## src/rtl/reset_seq_pkg.sv

```systemverilog
// Shared types and constants for the reset sequencer: FSM states, reset-cause
// encodings and the width of the phase/debounce counters.
package reset_seq_pkg;

   localparam int CNT_W = 16;

   typedef enum logic [1:0] {
      ST_IDLE       = 2'd0,
      ST_ASSERT     = 2'd1,
      ST_REL_PERIPH = 2'd2
   } state_t;

   localparam logic [1:0] CAUSE_POR  = 2'b00;
   localparam logic [1:0] CAUSE_BTN  = 2'b01;
   localparam logic [1:0] CAUSE_SOFT = 2'b10;

endpackage

```

## src/rtl/btn_debounce.sv

```systemverilog
// Reset-button conditioner: 2-flop synchronizer, saturating low-run counter and
// re-arm logic, producing a registered one-cycle press event per accepted press.
module btn_debounce
   import reset_seq_pkg::*;
#(
   parameter int DEBOUNCE_CYC = 16
) (
   input  logic clock,
   input  logic reset,
   input  logic btn_i,
   output logic press
);

   localparam logic [CNT_W-1:0] LIMIT    = CNT_W'(DEBOUNCE_CYC);
   localparam logic [CNT_W-1:0] LIMIT_M1 = CNT_W'(DEBOUNCE_CYC - 1);
   localparam logic [CNT_W-1:0] ONE      = CNT_W'(1);

   logic             sync_p0;
   logic             sync_p1;
   logic [CNT_W-1:0] low_cnt;
   logic             armed;
   logic             reach;

   // The counter reaches LIMIT on this edge: the press is "first seen" exactly once.
   assign reach = !sync_p1 && (low_cnt == LIMIT_M1);

   always_ff @(posedge clock) begin
      if (reset) begin
         sync_p0 <= 1'b1;
         sync_p1 <= 1'b1;
         low_cnt <= '0;
         armed   <= 1'b0;
         press   <= 1'b0;
      end else begin
         sync_p0 <= btn_i;
         sync_p1 <= sync_p0;
         press   <= reach && armed;
         if (sync_p1) begin
            low_cnt <= '0;
            armed   <= 1'b1;
         end else begin
            if (low_cnt != LIMIT) low_cnt <= low_cnt + ONE;
            if (reach && armed) armed <= 1'b0;
         end
      end
   end

endmodule

```

## src/rtl/reset_sequencer.sv

```systemverilog
// Staged reset generator: holds peripheral and CPU resets, then releases the
// peripherals first and the CPU GAP_CYC later. SOFT_RESET_EN enables soft_req_i.
module reset_sequencer
   import reset_seq_pkg::*;
#(
   parameter int DEBOUNCE_CYC = 16,
   parameter int HOLD_CYC     = 8,
   parameter int GAP_CYC      = 4
) (
   input  logic       clock,
   input  logic       reset,
   input  logic       btn_i,
   input  logic       soft_req_i,
   output logic       periph_rst_o,
   output logic       cpu_rst_o,
   output logic       seq_busy_o,
   output logic [1:0] rst_cause_o,
   output logic [7:0] reset_cnt_o
);

   localparam logic [CNT_W-1:0] HOLD_LOAD = CNT_W'(HOLD_CYC - 1);
   localparam logic [CNT_W-1:0] GAP_LOAD  = CNT_W'(GAP_CYC - 1);
   localparam logic [CNT_W-1:0] ONE       = CNT_W'(1);

   state_t           state;
   logic [CNT_W-1:0] phase_cnt;
   logic             press;
   logic             soft_go;

   btn_debounce #(
      .DEBOUNCE_CYC(DEBOUNCE_CYC)
   ) u_debounce (
      .clock (clock),
      .reset (reset),
      .btn_i (btn_i),
      .press (press)
   );

`ifdef SOFT_RESET_EN
   assign soft_go = soft_req_i;
`else
   logic unused_soft;
   assign unused_soft = soft_req_i;
   assign soft_go     = 1'b0;
`endif

   // Phase counters are loaded with length-1 on entry and leave the state at zero.
   always_ff @(posedge clock) begin
      if (reset) begin
         state        <= ST_ASSERT;
         phase_cnt    <= HOLD_LOAD;
         periph_rst_o <= 1'b1;
         cpu_rst_o    <= 1'b1;
         seq_busy_o   <= 1'b1;
         rst_cause_o  <= CAUSE_POR;
         reset_cnt_o  <= 8'd0;
      end else begin
         case (state)
            ST_IDLE: begin
               if (press || soft_go) begin
                  state        <= ST_ASSERT;
                  phase_cnt    <= HOLD_LOAD;
                  periph_rst_o <= 1'b1;
                  cpu_rst_o    <= 1'b1;
                  seq_busy_o   <= 1'b1;
                  rst_cause_o  <= press ? CAUSE_BTN : CAUSE_SOFT;
                  reset_cnt_o  <= reset_cnt_o + 8'd1;
               end
            end
            ST_ASSERT: begin
               if (phase_cnt == '0) begin
                  state        <= ST_REL_PERIPH;
                  phase_cnt    <= GAP_LOAD;
                  periph_rst_o <= 1'b0;
               end else begin
                  phase_cnt <= phase_cnt - ONE;
               end
            end
            ST_REL_PERIPH: begin
               if (phase_cnt == '0) begin
                  state      <= ST_IDLE;
                  cpu_rst_o  <= 1'b0;
                  seq_busy_o <= 1'b0;
               end else begin
                  phase_cnt <= phase_cnt - ONE;
               end
            end
            default: begin
               state        <= ST_IDLE;
               periph_rst_o <= 1'b0;
               cpu_rst_o    <= 1'b0;
               seq_busy_o   <= 1'b0;
            end
         endcase
      end
   end

endmodule

```

## config.mk

```make
export PLATFORM = sky130hd
export DESIGN_NAME = reset_sequencer
export DESIGN_NICKNAME = d
export VERILOG_FILES = /design/src/rtl/reset_seq_pkg.sv /design/src/rtl/btn_debounce.sv /design/src/rtl/reset_sequencer.sv
export SDC_FILE = /design/constraint.sdc
export NUM_CORES = 1
export LEC_CHECK = 0
export CORE_AREA = 2 2 80 82
export CTS_CLUSTER_DIAMETER = 40
export DETAILED_ROUTE_END_ITERATION = 12
export DIE_AREA = 0 0 82 84
export DONT_BUFFER_PORTS = 1
export MAX_ROUTING_LAYER = met4
export SLEW_MARGIN = 10
export SYNTH_ARGS = -nofsm -noshare
export SYNTH_HDL_FRONTEND = slang
export SYNTH_SLANG_ARGS = --single-unit
```

## constraint.sdc

```tcl
create_clock -name clock -period 1.85 [get_ports clock]
set_input_delay 0.185 -clock clock [delete_from_list [all_inputs] [get_ports clock]]
set_output_delay 0.185 -clock clock [all_outputs]
set_load 0.03 [all_outputs]
```

==> reports/results.tsv <==
metric	value	unit
synthesized cell area	2350	µm²
Synth cell types	46	
sequential share of the synthesized area	41.8	%
GRT Total Usage	15.0	%
Port Buf Inserts	0	
CTS tree	yes	
share of synthesized registers carrying an async set or reset	0	%
Hold Crit Class	input port to flip-flop	
flops & latches, synth	49	
CP Launch Type	flip-flop	
I/O pin count	17	
slew margin rel.	57.1	%
R2R setup slack	0.07	ns
Switching Share	31.2	%
Post-Synthesis Cells	268	
Critical Path Sink Type	flip-flop	
placed cell count	369	
leading area contributor after synthesis	dfxtp_1	
fill count	590	
GRT overflow	0	
Antenna Cells	0	
Util after Layout	47.5	%
clock slew at reported path FFs	0.10	ns
Setup CP Type	flip-flop to flip-flop	
WHS Endpoint	periph_rst_o	
Routed WL per cell	12.3	µm
RePlAce Congestion	0.837	
Core ar.	6100	µm²
Synth area leaders	dfxtp_1, xor2_1, nor2_1	
footprint of the multi-input gates	1340	µm²
fin cells	385	
Critical Path AT	2.01	ns
clock network power share	28.4	%
Sink Count	49	
global-route wire length before repair	7.93	mm
critical-path maximum fanout	5	
DR DRC count	0	
hold path start	reset	
Vias per Instance	5.00	
result of the run	complete, no violations	
TritonCTS buffer count	5	
Post-synth EDFFs	0	
Power Density	838	nW/µm²
slew at the pin closest to its max-slew limit	0.641	ns
Hold Path Depth	2	
vias in the first global route	1774	
Fin Clk Skew	0.00605	ns
Iter 0 DRT Violations	48	
R2R cell count	7	
dominant synthesized flop cell	dfxtp_1	
Period Utilization, post-route	96.1	%
MaxCap Viol Count	0	
reg2reg start	phase_cnt[1]	
starting density of the core	38.5	%
Max IR drop VDD	522	µV
Root Buffer	clkbuf_8	
H-Tree Level Count	2	
Final min period	1.78	ns
area grow syn2layout	23.2	%
Required @ worst endpoint	2.08	ns
die width	82	µm
clk_lat worst skew	0.31	ns
max-slew violations	0	
DRT Wirelength	4.74	mm
Static Leak	1.09	nW
Reg area	990	µm²
final hold vios	0	
antenna violations before repair	0	
syn nets	280	
routed via count	1925	
yosys warns	0	
nets	319	
Chip Height	84	µm
1st-pass router iterations	4	
sequential power share	49.2	%
Rows	29	
worst r2r dst	phase_cnt[4]	
Comb pwr share	22.4	%
Finish-stage setup viols	0	
internal power	1.67	mW
Fmax	563	MHz
largest net degree at the start of global routing	19	
HPWL after DPL	3.29	mm
CTS Buffer Depth	2	
syn avg cell area	8.76	µm²
net switching power	0.756	mW
post-route ant nets	0	
share of cells above drive strength 1	22.7	%
top-area cell type share of the netlist area	41.8	%
die area	6890	µm²
power by group through the flow:
| stage | registers [mW] | logic (mW) | clock network (mW) |
|---|---|---|---|
| after floorplan | 1.20 | 0.303 | 0 |
| after global placement | 1.19 | 0.447 | 0 |
| after detailed placement | 1.20 | 0.448 | 0 |
| after CTS | 1.17 | 0.460 | 0.716 |
| after global routing | 1.20 | 0.605 | 0.755 |
| final | 1.19 | 0.542 | 0.688 |
synthesized netlist by cell type (4+ instances only):
cell type,count
nand2_1,10
nor2_1,41
nor3_1,7
nand2b_1,4
and3_1,4
o21ai_1,4
ha_1,8
xnor2_1,8
inv_1,13
dfxtp_1,49
nand4_1,9
xor2_1,20
or3_1,5
nand3_1,13
or2_1,4
nor4_1,4
clkbuf_1,4
a21oi_1,16
per-stage QoR:
| step | area, µm² | setup slack, ns | power (mW) | TNS [ns] | hold slack [ns] |
|---|---|---|---|---|---|
| 2_1_floorplan | 2350 | 0.0407 | 1.50 | 0 | 0.282 |
| 3_3_place_gp | 2650 | 0.0468 | 1.64 | 0 | 0.261 |
| 3_5_place_dp | 2650 | 0.0251 | 1.65 | 0 | 0.264 |
| 4_1_cts | 2770 | 0.00506 | 2.35 | 0 | 0.0230 |
| 5_1_grt | 2890 | -0.0363 | 2.56 | -0.0454 | 0.0281 |
| 6_report | 2890 | 0.0729 | 2.42 | 0 | 0.0334 |
sequential cells by signal (all words and copies together), names as in the netlist, 2 cells and up:
signal	flops
phase_cnt	16
u_debounce.low_cnt	16
reset_cnt_o	8
state	2
worst max-delay path: stages, from the launching register on:
cell and delay [ns]:
dfxtp_4 0.38, inv_4 0.06, ha_4 0.12, nor3b_4 0.29
nand4_4 0.19, buf_6 0.16, a221o_1 0.32, a211oi_2 0.18
kinds of logic after synthesis:
group | count (synthesis) | share of synthesized area (%)
other | 1 | 0.160
xor gates and xnor gates | 28 | 10.4
and+or+nand+nor | 116 | 26.9
buffers and inverters | 22 | 4.10
adders and majority gates | 8 | 4.26
muxes | 1 | 0.426
AOI/OAI and AO/OA | 43 | 11.9
DFF | 49 | 41.8
worst max-delay path by stage:
stage / end / startpoint / slack [ns]
after CTS: phase_cnt[2] / phase_cnt[0] / 0.005
after floorplan: phase_cnt[9] / state[0] / 0.04
after global placement: phase_cnt[2] / phase_cnt[0] / 0.05
final: phase_cnt[4] / phase_cnt[1] / 0.07
after detailed placement: phase_cnt[2] / phase_cnt[0] / 0.03
after global routing: phase_cnt[4] / phase_cnt[0] / -0.04
per-layer routing:
| metal | up-vias | share of wire [%] | global-route usage, % |
|---|---|---|---|
| li1 | 1008 | - | - |
| met2 | 15 | 48 | 23.3 |
| met5 | - | 0 | - |
| met3 | 5 | 2.6 | 3.46 |
| met1 | 897 | 48 | 19.1 |
| met4 | 0 | 1.2 | 5.00 |
layout make-up:
type | instances | area share (%)
multi-input cells | 197 | 46.2
clock buffers | 5 | 2.38
inverters | 13 | 1.77
clock inverters | 3 | 0.995
flip-flops and latches | 49 | 34.2
well taps | 77 | 3.33
repair buffers | 41 | 11.1
placed cells by master, fill, tap and decap left out, drive strengths merged, types with 3 or more instances in the layout:
| cell type | n |
|---|---|
| dfxtp | 49 |
| nor2 | 41 |
| buf | 39 |
| xor2 | 20 |
| a21oi | 18 |
| inv | 15 |
| nand3 | 13 |
| nand4 | 10 |
| nand2 | 10 |
| xnor2 | 8 |
| nor3 | 8 |
| ha | 8 |
| o21ai | 7 |
| nor4 | 6 |
| or3 | 5 |
| clkbuf | 5 |
| or2 | 4 |
| nand2b | 4 |
| and3 | 4 |
| nor2b | 3 |
| a221o | 3 |
| or4 | 3 |
| a211oi | 3 |
what timing repair did:
item / in CTS / in global routing
gates resized for setup: 0 / 22
setup endpoints to repair: 0 / 17
setup buffers: 0 / 6
endpoints found under the hold margin: 18 / 0
hold buffers: 2 / 0
No activity file was read; power rests on OpenSTA's default activity.
